$ cat src/rtl/cordic_pkg.sv
`default_nettype none
// ============================================================================
// cordic_pkg : shared CORDIC operation, response and tag types
// Revision   : 1.0
// ============================================================================
package cordic_pkg;

  localparam int CORDIC_LANES    = 4;
  localparam int CORDIC_PIPE_LAT = 16;
  localparam int CORDIC_DW       = 16;
  localparam int CORDIC_EW       = 8;
  localparam int CORDIC_LANE_W   = 4;

  typedef struct packed {
    logic                 valid;
    logic [CORDIC_DW-1:0] x;
    logic [CORDIC_DW-1:0] y;
    logic [CORDIC_DW-1:0] z;
    logic                 fp_sign;
    logic [CORDIC_EW-1:0] fp_exponent;
    logic                 override;
    logic [CORDIC_DW-1:0] override_val;
  } cordic_reg;

  typedef struct packed {
    logic [CORDIC_LANE_W-1:0] lane;
    logic [CORDIC_DW-1:0]     x;
    logic [CORDIC_DW-1:0]     y;
    logic [CORDIC_DW-1:0]     z;
    logic                     fp_sign;
    logic [CORDIC_EW-1:0]     fp_exponent;
    logic                     override;
    logic [CORDIC_DW-1:0]     override_val;
  } cordic_rsp_t;

  typedef struct packed {
    logic                     valid;
    logic [CORDIC_LANE_W-1:0] lane;
  } cordic_tag_t;

  function automatic cordic_rsp_t make_rsp(input logic [CORDIC_LANE_W-1:0] lane,
                                           input cordic_reg r);
    cordic_rsp_t o;
    o.lane         = lane;
    o.x            = r.x;
    o.y            = r.y;
    o.z            = r.z;
    o.fp_sign      = r.fp_sign;
    o.fp_exponent  = r.fp_exponent;
    o.override     = r.override;
    o.override_val = r.override_val;
    return o;
  endfunction

endpackage
`default_nettype wire

$ cat src/rtl/cordic_arbiter_if.sv
`default_nettype none
// ============================================================================
// cordic_arbiter_if : request, CORDIC pipe and response signals of the arbiter
// Revision          : 1.0
// ============================================================================
interface cordic_arbiter_if
  import cordic_pkg::*;
#(
  parameter int NUM_LANES = CORDIC_LANES
);

  logic [NUM_LANES-1:0]      req_valid;
  logic [NUM_LANES-1:0]      req_ready;
  cordic_reg [NUM_LANES-1:0] req_data;
  cordic_reg                 pipe_in;
  cordic_reg                 pipe_out;
  logic                      rsp_valid;
  logic                      rsp_ready;
  cordic_rsp_t               rsp_data;
  logic                      busy;
  logic                      tag_err;

  modport master (
    output req_valid, req_data, pipe_out, rsp_ready,
    input  req_ready, pipe_in, rsp_valid, rsp_data, busy, tag_err
  );

  modport slave (
    input  req_valid, req_data, pipe_out, rsp_ready,
    output req_ready, pipe_in, rsp_valid, rsp_data, busy, tag_err
  );

endinterface
`default_nettype wire

$ cat src/rtl/cordic_rsp_fifo.sv
`default_nettype none
// ============================================================================
// cordic_rsp_fifo : synchronous response FIFO, push and pop allowed together
// Revision        : 1.0
// ============================================================================
module cordic_rsp_fifo
  import cordic_pkg::*;
#(
  parameter int DEPTH = 20
) (
  input  logic        clk,
  input  logic        rst,
  input  logic        push_i,
  input  cordic_rsp_t data_i,
  input  logic        pop_i,
  output cordic_rsp_t data_o,
  output logic        full_o,
  output logic        empty_o
);

  localparam int PTR_W = (DEPTH > 1) ? $clog2(DEPTH) : 1;
  localparam int CNT_W = $clog2(DEPTH + 1);

  cordic_rsp_t      mem_q [DEPTH];
  logic [PTR_W-1:0] wr_ptr_q;
  logic [PTR_W-1:0] rd_ptr_q;
  logic [CNT_W-1:0] count_q;
  logic             w_push;
  logic             w_pop;

  function automatic logic [PTR_W-1:0] bump(input logic [PTR_W-1:0] p);
    return (p == PTR_W'(DEPTH - 1)) ? '0 : p + PTR_W'(1);
  endfunction

  assign empty_o = (count_q == '0);
  assign full_o  = (count_q == CNT_W'(DEPTH));
  assign w_pop   = pop_i && !empty_o;
  // A full FIFO still takes a push when the head leaves in the same cycle.
  assign w_push  = push_i && (!full_o || w_pop);
  assign data_o  = mem_q[rd_ptr_q];

  always_ff @(posedge clk or posedge rst) begin
    if (rst) begin
      wr_ptr_q <= '0;
      rd_ptr_q <= '0;
      count_q  <= '0;
    end else begin
      if (w_push) wr_ptr_q <= bump(wr_ptr_q);
      if (w_pop)  rd_ptr_q <= bump(rd_ptr_q);
      if (w_push && !w_pop)      count_q <= count_q + CNT_W'(1);
      else if (!w_push && w_pop) count_q <= count_q - CNT_W'(1);
    end
  end

  always_ff @(posedge clk) begin
    if (w_push) mem_q[wr_ptr_q] <= data_i;
  end

endmodule
`default_nettype wire

$ cat src/rtl/cordic_arbiter.sv
`default_nettype none
// ============================================================================
// cordic_arbiter : round-robin issue into a fixed-latency CORDIC pipeline
//                  with credit-protected in-order response buffering
// Revision       : 1.0
// ============================================================================
module cordic_arbiter
  import cordic_pkg::*;
#(
  parameter int NUM_LANES = CORDIC_LANES,
  parameter int PIPE_LAT  = CORDIC_PIPE_LAT,
  parameter int RSP_DEPTH = 20
) (
  input  logic             clk,
  input  logic             rst,
  cordic_arbiter_if.slave  bus
);

  localparam int LANE_W = (NUM_LANES > 1) ? $clog2(NUM_LANES) : 1;
  localparam int CNT_W  = $clog2(RSP_DEPTH + 1);

  logic [LANE_W-1:0]    rr_ptr_q;
  logic [LANE_W-1:0]    rr_ptr_d;
  logic [CNT_W-1:0]     credits_q;
  logic [CNT_W-1:0]     credits_d;
  cordic_reg            pipe_in_q;
  cordic_reg            pipe_in_d;
  logic                 tag_err_q;
  logic                 tag_err_d;
  cordic_tag_t          tag_q [PIPE_LAT+1];

  logic                 w_grant;
  logic [LANE_W-1:0]    w_lane;
  logic [NUM_LANES-1:0] w_ready;
  logic                 w_pop;
  logic                 w_push;
  logic                 w_fifo_full;
  logic                 w_fifo_empty;
  cordic_rsp_t          w_push_data;
  cordic_rsp_t          w_head;

  // Scan downward so the lane closest above rr_ptr is the last (winning) hit.
  always_comb begin
    int idx;
    idx     = 0;
    w_grant = 1'b0;
    w_lane  = '0;
    for (int i = NUM_LANES - 1; i >= 0; i--) begin
      idx = int'(rr_ptr_q) + i;
      if (idx >= NUM_LANES) idx = idx - NUM_LANES;
      if (bus.req_valid[idx]) begin
        w_grant = 1'b1;
        w_lane  = LANE_W'(idx);
      end
    end
    if (rst || credits_q == '0 || w_fifo_full) w_grant = 1'b0;
    w_ready = '0;
    if (w_grant) w_ready[w_lane] = 1'b1;
  end

  assign w_pop       = !w_fifo_empty && bus.rsp_ready;
  assign w_push      = tag_q[PIPE_LAT].valid;
  assign w_push_data = make_rsp(tag_q[PIPE_LAT].lane, bus.pipe_out);

  always_comb begin
    rr_ptr_d = rr_ptr_q;
    if (w_grant) rr_ptr_d = (w_lane == LANE_W'(NUM_LANES - 1)) ? '0 : w_lane + LANE_W'(1);
    pipe_in_d = '0;
    if (w_grant) begin
      pipe_in_d       = bus.req_data[w_lane];
      pipe_in_d.valid = 1'b1;
    end
    credits_d = credits_q;
    if (w_grant && !w_pop)      credits_d = credits_q - CNT_W'(1);
    else if (!w_grant && w_pop) credits_d = credits_q + CNT_W'(1);
    tag_err_d = tag_err_q | (bus.pipe_out.valid != tag_q[PIPE_LAT].valid);
  end

  // tag_q[k] describes the op that entered pipe_in k cycles ago.
  always_ff @(posedge clk or posedge rst) begin
    if (rst) begin
      rr_ptr_q  <= '0;
      credits_q <= CNT_W'(RSP_DEPTH);
      pipe_in_q <= '0;
      tag_err_q <= 1'b0;
      for (int i = 0; i <= PIPE_LAT; i++) tag_q[i] <= '0;
    end else begin
      rr_ptr_q        <= rr_ptr_d;
      credits_q       <= credits_d;
      pipe_in_q       <= pipe_in_d;
      tag_err_q       <= tag_err_d;
      tag_q[0].valid  <= w_grant;
      tag_q[0].lane   <= CORDIC_LANE_W'(w_lane);
      for (int i = 1; i <= PIPE_LAT; i++) tag_q[i] <= tag_q[i-1];
    end
  end

  cordic_rsp_fifo #(
    .DEPTH (RSP_DEPTH)
  ) u_rsp_fifo (
    .clk     (clk),
    .rst     (rst),
    .push_i  (w_push),
    .data_i  (w_push_data),
    .pop_i   (w_pop),
    .data_o  (w_head),
    .full_o  (w_fifo_full),
    .empty_o (w_fifo_empty)
  );

  assign bus.req_ready = w_ready;
  assign bus.pipe_in   = pipe_in_q;
  assign bus.rsp_valid = !w_fifo_empty;
  assign bus.rsp_data  = w_head;
  assign bus.busy      = (credits_q != CNT_W'(RSP_DEPTH));
  assign bus.tag_err   = tag_err_q;

endmodule
`default_nettype wire

$ cat src/flat_wrapper.sv
// flat-port wrapper written by rule: the top's interface ports become plain ports
module cordic_arbiter_flat import cordic_pkg::*;
#(
  parameter int NUM_LANES = CORDIC_LANES,
  parameter int PIPE_LAT  = CORDIC_PIPE_LAT,
  parameter int RSP_DEPTH = 20
)
  (clk, rst, bus_req_valid, bus_req_data, bus_pipe_out, bus_rsp_ready, bus_req_ready, bus_pipe_in, bus_rsp_valid, bus_rsp_data, bus_busy, bus_tag_err);
  cordic_arbiter_if #(.NUM_LANES(NUM_LANES)) bus_i ();
  input  logic clk;
  input  logic rst;
  input wire logic [$bits(bus_i.req_valid)-1:0] bus_req_valid;
  input wire logic [$bits(bus_i.req_data)-1:0] bus_req_data;
  input wire logic [$bits(bus_i.pipe_out)-1:0] bus_pipe_out;
  input wire logic [$bits(bus_i.rsp_ready)-1:0] bus_rsp_ready;
  output wire logic [$bits(bus_i.req_ready)-1:0] bus_req_ready;
  output wire logic [$bits(bus_i.pipe_in)-1:0] bus_pipe_in;
  output wire logic [$bits(bus_i.rsp_valid)-1:0] bus_rsp_valid;
  output wire logic [$bits(bus_i.rsp_data)-1:0] bus_rsp_data;
  output wire logic [$bits(bus_i.busy)-1:0] bus_busy;
  output wire logic [$bits(bus_i.tag_err)-1:0] bus_tag_err;
  assign bus_i.req_valid = bus_req_valid;
  assign bus_i.req_data = bus_req_data;
  assign bus_i.pipe_out = bus_pipe_out;
  assign bus_i.rsp_ready = bus_rsp_ready;
  assign bus_req_ready = bus_i.req_ready;
  assign bus_pipe_in = bus_i.pipe_in;
  assign bus_rsp_valid = bus_i.rsp_valid;
  assign bus_rsp_data = bus_i.rsp_data;
  assign bus_busy = bus_i.busy;
  assign bus_tag_err = bus_i.tag_err;
  cordic_arbiter #(.NUM_LANES(NUM_LANES), .PIPE_LAT(PIPE_LAT), .RSP_DEPTH(RSP_DEPTH)) u_core (.clk(clk), .rst(rst), .bus(bus_i));
endmodule
$ cat config.mk
export PLATFORM = sky130hd
export DESIGN_NAME = cordic_arbiter_flat
export DESIGN_NICKNAME = d
export VERILOG_FILES = /design/src/rtl/cordic_pkg.sv /design/src/rtl/cordic_arbiter_if.sv /design/src/rtl/cordic_rsp_fifo.sv /design/src/rtl/cordic_arbiter.sv /design/src/flat_wrapper.sv
export SDC_FILE = /design/constraint.sdc
export NUM_CORES = 2
export LEC_CHECK = 0
export CAP_MARGIN = 20
export CORE_UTILIZATION = 30
export CTS_CLUSTER_DIAMETER = 30
export CTS_CLUSTER_SIZE = 40
export DETAILED_ROUTE_END_ITERATION = 10
export HOLD_SLACK_MARGIN = 0.03
export PLACE_DENSITY_LB_ADDON = 0.1
export SLEW_MARGIN = 20
export SYNTH_ARGS = -nofsm -noshare
export SYNTH_HDL_FRONTEND = slang
export SYNTH_SLANG_ARGS = --single-unit
$ cat constraint.sdc
create_clock -name clk -period 5.6 [get_ports clk]
set_input_delay 0.56 -clock clk [delete_from_list [all_inputs] [get_ports clk]]
set_output_delay 0.56 -clock clk [all_outputs]
set_load 0.05 [all_outputs]
* Yosys cells after proc, flatten, opt, wreduce, memory -nomap -nowiden
Memories as Yosys holds them, arrays and structs flattened. Index checks and enable logic that the tools add are counted.
Cells by class: add/sub/neg operators 14, $mul 0, div/mod/pow operators 0, $lt $le $gt $ge 10, equal/unequal tests 6, shift-type cells 0, multiplexer cells 40, bitwise logic cells 1, reductions and logical operators 21
Operator list (number):
- $bmux W75 S2 | 1
- $lt A32 B4 Y1 const B | 4
- $mux W32 | 4
- $ge A32 B4 Y1 const B | 3
- $sub A32 B4 Y32 const B | 3
- $mux W75 | 1
- $mux W74 | 1
- $mux W5 | 6
- $add A5 B1 Y5 const B | 4
- $mux W1 | 16
- $eq A5 B5 Y1 const B | 3
- $logic_not A5 Y1 | 2
- $mux W2 | 5
- $sub A5 B1 Y5 const B | 2
- $bmux W1 S2 | 4
- $logic_and A1 B1 Y1 | 8
- $add A2 B2 Y3 const B | 2
- $logic_not A1 Y1 | 6
- $ne A5 B5 Y1 const B | 1
- $mux W4 | 1
- $reduce_bool A2 Y1 | 2
- $sub A2 B3 Y4 const B | 1
- $add A2 B1 Y3 const B | 1
- $ge A2 B3 Y1 const B | 1
- 8 further kinds | 10
Word-level totals: flip-flop bits (word level) 149, latch bits 0, bits in writable memories 1520, ROM bits 0, input port bits 382, output and inout port bits 160, logic and storage cells 141, memories kept 1
Memory list:
- u_core.u_rsp_fifo.mem_q | words 20, bits a word 76, rd ports 1, clocked after memory_dff 0, write ports 1, line cordic_rsp_fifo.sv:24 | cordic_rsp_t mem_q [DEPTH];

* Longest topological paths before layout
depth in word-level cells 15, gate-level depth with buffers 13, gate-level depth less buffers 11

* Hierarchy
A second synthesis with hierarchy kept.
Second synthesis, totals: cell total of the unflattened synthesis 3141, area, all modules 66192.2 µm²
Modules (own cells, without submodules):
- cordic_rsp_fifo | instances 1, cells an instance 2684, area each 59844.9 µm², seq. area each 47220.3 µm²
- cordic_arbiter | instances 1, cells an instance 457, area each 6347.3 µm², seq. area each 3330.7 µm²

* Worst setup path before layout
OpenSTA, ideal clock, no wires.
path kind input -> register, start in bus_rsp_ready, end mem u_core.u_rsp_fifo.mem_q[15][0] in the netlist's numbering (enable), setup time 0.513 ns, arrival 4.396 ns, required time 5.087 ns, path slack 0.691 ns, stages 4, path buffers 0, path through inv_1 -> a41oi_2 -> nand2_1 -> nor2_1
Between the ends: cells in the longest elaborated chain, start to end 6
RTL lines:
- from (decl) | line flat_wrapper.sv:15 | input wire logic [$bits(bus_i.rsp_ready)-1:0] bus_rsp_ready;
- $logic_and A1 B1 Y1 | line cordic_arbiter.sv:61 | assign w_pop = !w_fifo_empty && bus.rsp_ready;
- $logic_and A1 B1 Y1 | line cordic_rsp_fifo.sv:37 | assign w_pop = pop_i && !empty_o;
- $logic_or A1 B1 Y1 | line cordic_rsp_fifo.sv:39 | assign w_push = push_i && (!full_o || w_pop);
- $logic_and A1 B1 Y1 | line cordic_rsp_fifo.sv:39
- via u_core.u_rsp_fifo.w_push | line cordic_rsp_fifo.sv:28 | logic w_push;
- $mux W1 | line cordic_rsp_fifo.sv:56 | if (w_push) mem_q[wr_ptr_q] <= data_i;
- $mux W1 (not written as such) | line cordic_rsp_fifo.sv:56
- to (decl) | line cordic_rsp_fifo.sv:24
The timed path passes the listed nets, and every way through them passes these cells.

* Worst setup path after layout
start reg u_core.u_rsp_fifo.rd_ptr_q[3], end out bus_rsp_data[22]
Between the ends: cells in the longest elaborated chain, start to end 1
RTL lines:
- from (decl) | line cordic_rsp_fifo.sv:26 | logic [PTR_W-1:0] rd_ptr_q;
- from (signal assigned) | line cordic_rsp_fifo.sv:49 | if (w_pop) rd_ptr_q <= bump(rd_ptr_q);
- $mem_v2 Z20 W76
- to (decl) | line flat_wrapper.sv:19 | output wire logic [$bits(bus_i.rsp_data)-1:0] bus_rsp_data;
Every way passes these cells.

==> impl_metrics.py <==
metrics = {
    "clock_network": {
        "cts.path.max_buffers": 4,
        "cts_resized": 0,
        "cts_root_buffer": "sky130_fd_sc_hd__clkbuf_16",
        "clock_transition_at_path_regs_ns": 0.04,
        "numClockSinks": 1668,
        "max_h_tree_level": 5,
        "cts_inserted_buffers": 427,
        "clock_insertion_delay_worst_skew_ns": 0.92,
        "cts_tree": "yes",
    },
    "sta": {
        "final-hold-violation-count": 0,
        "finalSetupTns_ns": 0,
        "worst_pin_slew_ns": 1.048,
        "clock.fmax_ghz": 0.1932,
        "timing.final.crit_share_pct": 92.41,
        "worst_slew_margin_rel_pct": 30.12,
        "timing.final.ws_setup_ns": 0.4251,
        "worst_hold_slack_ns": 0.2882,
        "rsz0062_at_grt": "no",
        "post-route-min-period_ns": 5.175,
        "setup_viol": 0,
        "timing.clock.skew_ns": 0.06201,
        "report.final.slew_viol_count": 0,
    },
    "finish": {
        "areaGrowthSynthToFinish_pct": 36.42,
        "utilization_of_the_core_after_routing_pct": 41.30,
        "post_route_cells_drive_above_1_share_pct": 22.88,
        "nets": 4526,
    },
    "floorplan": {
        "dieWidth_um": 465.3,
        "row_count": 169,
        "fp.coreArea_mm2": 0.2127,
        "die_y_um": 465.3,
        "io_pins": 542,
        "floorplan.initialDensity_pct": 30.27,
        "fp.dieArea_mm2": 0.2165,
    },
    "power_and_ir_drop": {
        "leakage_nw": 30.16,
        "vdd_drop_max_uv": 562.7,
        "pwr_density_cell_mw_per_mm2": 597.2,
    },
    "worst_setup_path": {
        "worst-r2r-cell-count": 5,
        "worst_path_most_repeated_cell": "sky130_fd_sc_hd__buf_4",
        "worstPathArrival_ns": 4.61,
        "endpoint_of_the_worst_register_to_register_path": "u_core.u_rsp_fifo.mem_q[8][46]",
        "worstSetupEndpoint": "bus_rsp_data[22]",
        "crit_path_top_delay_cell": "sky130_fd_sc_hd__or3_4",
        "worst-path-buf-inv": 3,
        "critical_path_depth": 7,
        "cp_max_fo": 40,
        "reg2reg_setup_slack_ns": 2.26,
        "timing.critical_path.cells": "or3_4 -> buf_4 -> o22ai_1 -> a211oi_1 -> a21oi_1 -> buf_4 -> clkdlybuf4s50_1",
        "critical_path.top_delay_family": "buffers and inverters",
        "worstSetupPathType": "reg2out",
        "rr_startpoint": "u_core.u_rsp_fifo.count_q[0]",
        "critical_path.startpoint": "u_core.u_rsp_fifo.rd_ptr_q[3]",
        "worstSetupEndpointType": "output pin",
        "worstSetupStartpointType": "flip-flop",
        "timing.critical_path.slowest_cell_delay_ns": 0.91,
        "worstPathRequired_ns": 5.04,
    },
    "grt": {
        "overflow": 0,
        "grt_pass1_wl_um": 277000,
        "via_count_of_the_first_global_routing_pass": 37780,
        "antenna_found_initial": 29,
        "groute.usage.overall_pct": 17.84,
        "grt_max_degree": 142,
    },
    "logic_synthesis": {
        "synthesis.area_mm2": 0.06440,
        "yosys.area.top_type": "sky130_fd_sc_hd__edfxtp_1",
        "synth.yosys.warnings": 0,
        "synthDominantCellAreaShare_pct": 70.88,
        "ys_ff_latch": 1668,
        "ys_async_sr_fraction_pct": 8.873,
        "synthesis.area_per_instance_um2": 19.85,
        "sequential_to_total_area_share_from_yosys_stat_pct": 76.64,
        "post_synth_edffs": 1520,
        "ys.flop_type": "sky130_fd_sc_hd__edfxtp_1",
        "post_synth_num_cell_types": 48,
        "syn_inst": 3244,
        "synth.area.top_cells": "sky130_fd_sc_hd__edfxtp_1 (71%), sky130_fd_sc_hd__mux4_2 (8.0%), sky130_fd_sc_hd__mux2i_1 (7.0%), sky130_fd_sc_hd__dfrtp_1 (5.7%), sky130_fd_sc_hd__o22ai_1 (2.1%)",
    },
    "place": {
        "dp_worst_setup_slack_ns": 1.227,
        "gpl.final_weighted_congestion": 0.8730,
        "detailed_place_hpwl_um": 107400,
        "buffer_ports.inserted": 535,
    },
    "route": {
        "drt_first_iter_violations": 1937,
        "wirelength_um": 195000,
        "wire_per_inst_um": 26.74,
        "remaining_drc_errors": 0,
        "drt_pass1_iterations": 5,
        "detail-route-antenna-nets": 0,
        "viasPerCell": 4.781,
        "total_via_count_after_detailed_routing": 34870,
    },
    "status": {
        "run_status": "completed",
    },
    "run": {
        "drv_cap": 0,
    },
    "hold_path": {
        "hold_path_class": "in2reg",
    },
}
## through the flow
stage	power (mW)	cell area [um2]	cells
6_report	52.46	87850	7294
3_5_place_dp	29.52	73880	6518
2_1_floorplan	24.17	64400	3245
3_3_place_gp	29.56	73880	6518
4_1_cts	53.35	87820	7283
5_1_grt	54.57	87840	7293
## worst register-to-register path, delay by kind of cell (launching register included)
family	cells	cell delay, ns
simple gates	3	1.39
compound gates	1	0.71
buf+inv	1	0.42
flops	1	0.40
## flip-flops by register name, summed over array words and instances, names as in the netlist
| register | count |
|---|---|
| u_core.credits_q | 5 |
| u_core.bus.pipe_in | 75 |
| u_core.u_rsp_fifo.count_q | 5 |
| u_core.u_rsp_fifo.wr_ptr_q | 5 |
| u_core.bus.tag_err | 1 |
| u_core.tag_q | 49 |
| u_core.u_rsp_fifo.mem_q | 1520 |
| u_core.u_rsp_fifo.rd_ptr_q | 5 |
| u_core.w_push | 1 |
| u_core.rr_ptr_q | 2 |
## cells in the final DEF (no fill, tap or decap), drive strengths merged, types with 2 or more instances in the layout
| cell | Yosys | routed |
|---|---|---|
| edfxtp | 1520 | 1520 |
| clkdlybuf4s50 | 0 | 535 |
| clkbuf | 73 | 507 |
| mux2i | 451 | 451 |
| mux4 | 230 | 230 |
| o22ai | 225 | 225 |
| a21oi | 158 | 158 |
| clkinv | 0 | 156 |
| dfrtp | 146 | 146 |
| buf | 123 | 113 |
| nor2b | 79 | 79 |
| a211oi | 76 | 76 |
| bufinv | 0 | 55 |
| clkinvlp | 0 | 39 |
| nor2 | 30 | 30 |
| nand2 | 24 | 24 |
| inv | 13 | 20 |
| ha | 16 | 16 |
| diode | 0 | 11 |
| o21ai | 11 | 11 |
| a21o | 8 | 8 |
| xor2 | 7 | 7 |
| xnor2 | 6 | 6 |
| and2 | 5 | 5 |
| nand3b | 5 | 5 |
| nor3 | 4 | 4 |
| nand2b | 4 | 4 |
| nand3 | 4 | 4 |
| o21a | 2 | 2 |
| or4 | 2 | 2 |
| mux2 | 2 | 2 |
| nor4b | 2 | 2 |
| a22oi | 2 | 2 |
| conb | 1 | 2 |
| dfstp | 2 | 2 |
| or3 | 2 | 2 |
## cell families after synthesis
family / share of synthesized area (%)
AO/OA/AOI/OAI: 4.712
XOR/XNOR: 0.1768
adder cells (fa/ha/maj): 0.3420
buffers and inverters: 1.613
flip-flops: 76.64
multiplexers: 15.09
other: 0.005823
AND/OR/NAND/NOR: 1.426
## power by group
| part | total (mW) | internal (mW) | leakage (nW) | switching (mW) |
|---|---|---|---|---|
| clock network | 23.5 | 16.4 | 6.73 | 7.09 |
| registers | 15.1 | 14.6 | 15.5 | 0.480 |
| logic | 13.8 | 5.22 | 7.91 | 8.61 |
## routing by layer
metal | vias to the layer above | share of wire, % | track usage [%]
li1 | 15250 | - | -
met1 | 18220 | 41 | 21.76
met2 | 1067 | 50 | 29.94
met3 | 321 | 5.4 | 4.618
met4 | 10 | 3.3 | 7.381
met5 | - | 0.035 | 0
## cell type report
cell class | instances | area, um2
well taps | 2821 | 3530
flip-flops and latches | 1668 | 49360
inverters | 13 | 53.80
clock inverters | 257 | 2823
diodes | 11 | 27.53
fillers | 19250 | 124900
repair buffers | 649 | 6726
clock buffers | 507 | 11110
multi-input cells | 1368 | 14220
## synth_stat cells, types with 27 or more instances
cell and count:
sky130_fd_sc_hd__buf_4 27, sky130_fd_sc_hd__mux2i_1 451, sky130_fd_sc_hd__o22ai_1 215, sky130_fd_sc_hd__mux4_2 230
sky130_fd_sc_hd__nor2_1 30, sky130_fd_sc_hd__buf_2 71, sky130_fd_sc_hd__a21oi_1 158, sky130_fd_sc_hd__clkbuf_1 73
sky130_fd_sc_hd__dfrtp_1 146, sky130_fd_sc_hd__a211oi_1 76, sky130_fd_sc_hd__edfxtp_1 1520, sky130_fd_sc_hd__nor2b_1 79
## worst min path at each step
stage	from	end	slack (ns)	depth (start not counted)
6_report	bus_pipe_out[74]	u_core.bus.tag_err	0.29	3
5_1_grt	bus_pipe_out[74]	u_core.bus.tag_err	0.25	3
4_1_cts	bus_req_data[113]	u_core.bus.pipe_in[38]	0.19	3
3_5_place_dp	u_core.tag_q[34]	u_core.tag_q[29]	0.33	0
3_3_place_gp	u_core.tag_q[50]	u_core.tag_q[45]	0.33	0
2_1_floorplan	u_core.tag_q[5]	u_core.tag_q[0]	0.33	0
## timing repair
action / in CTS / in global routing
setup buffers: 0 / 0
hold buffers: 1 / 0
endpoints found under the hold margin: 7 / 0
(Power assumes the default switching activity.)
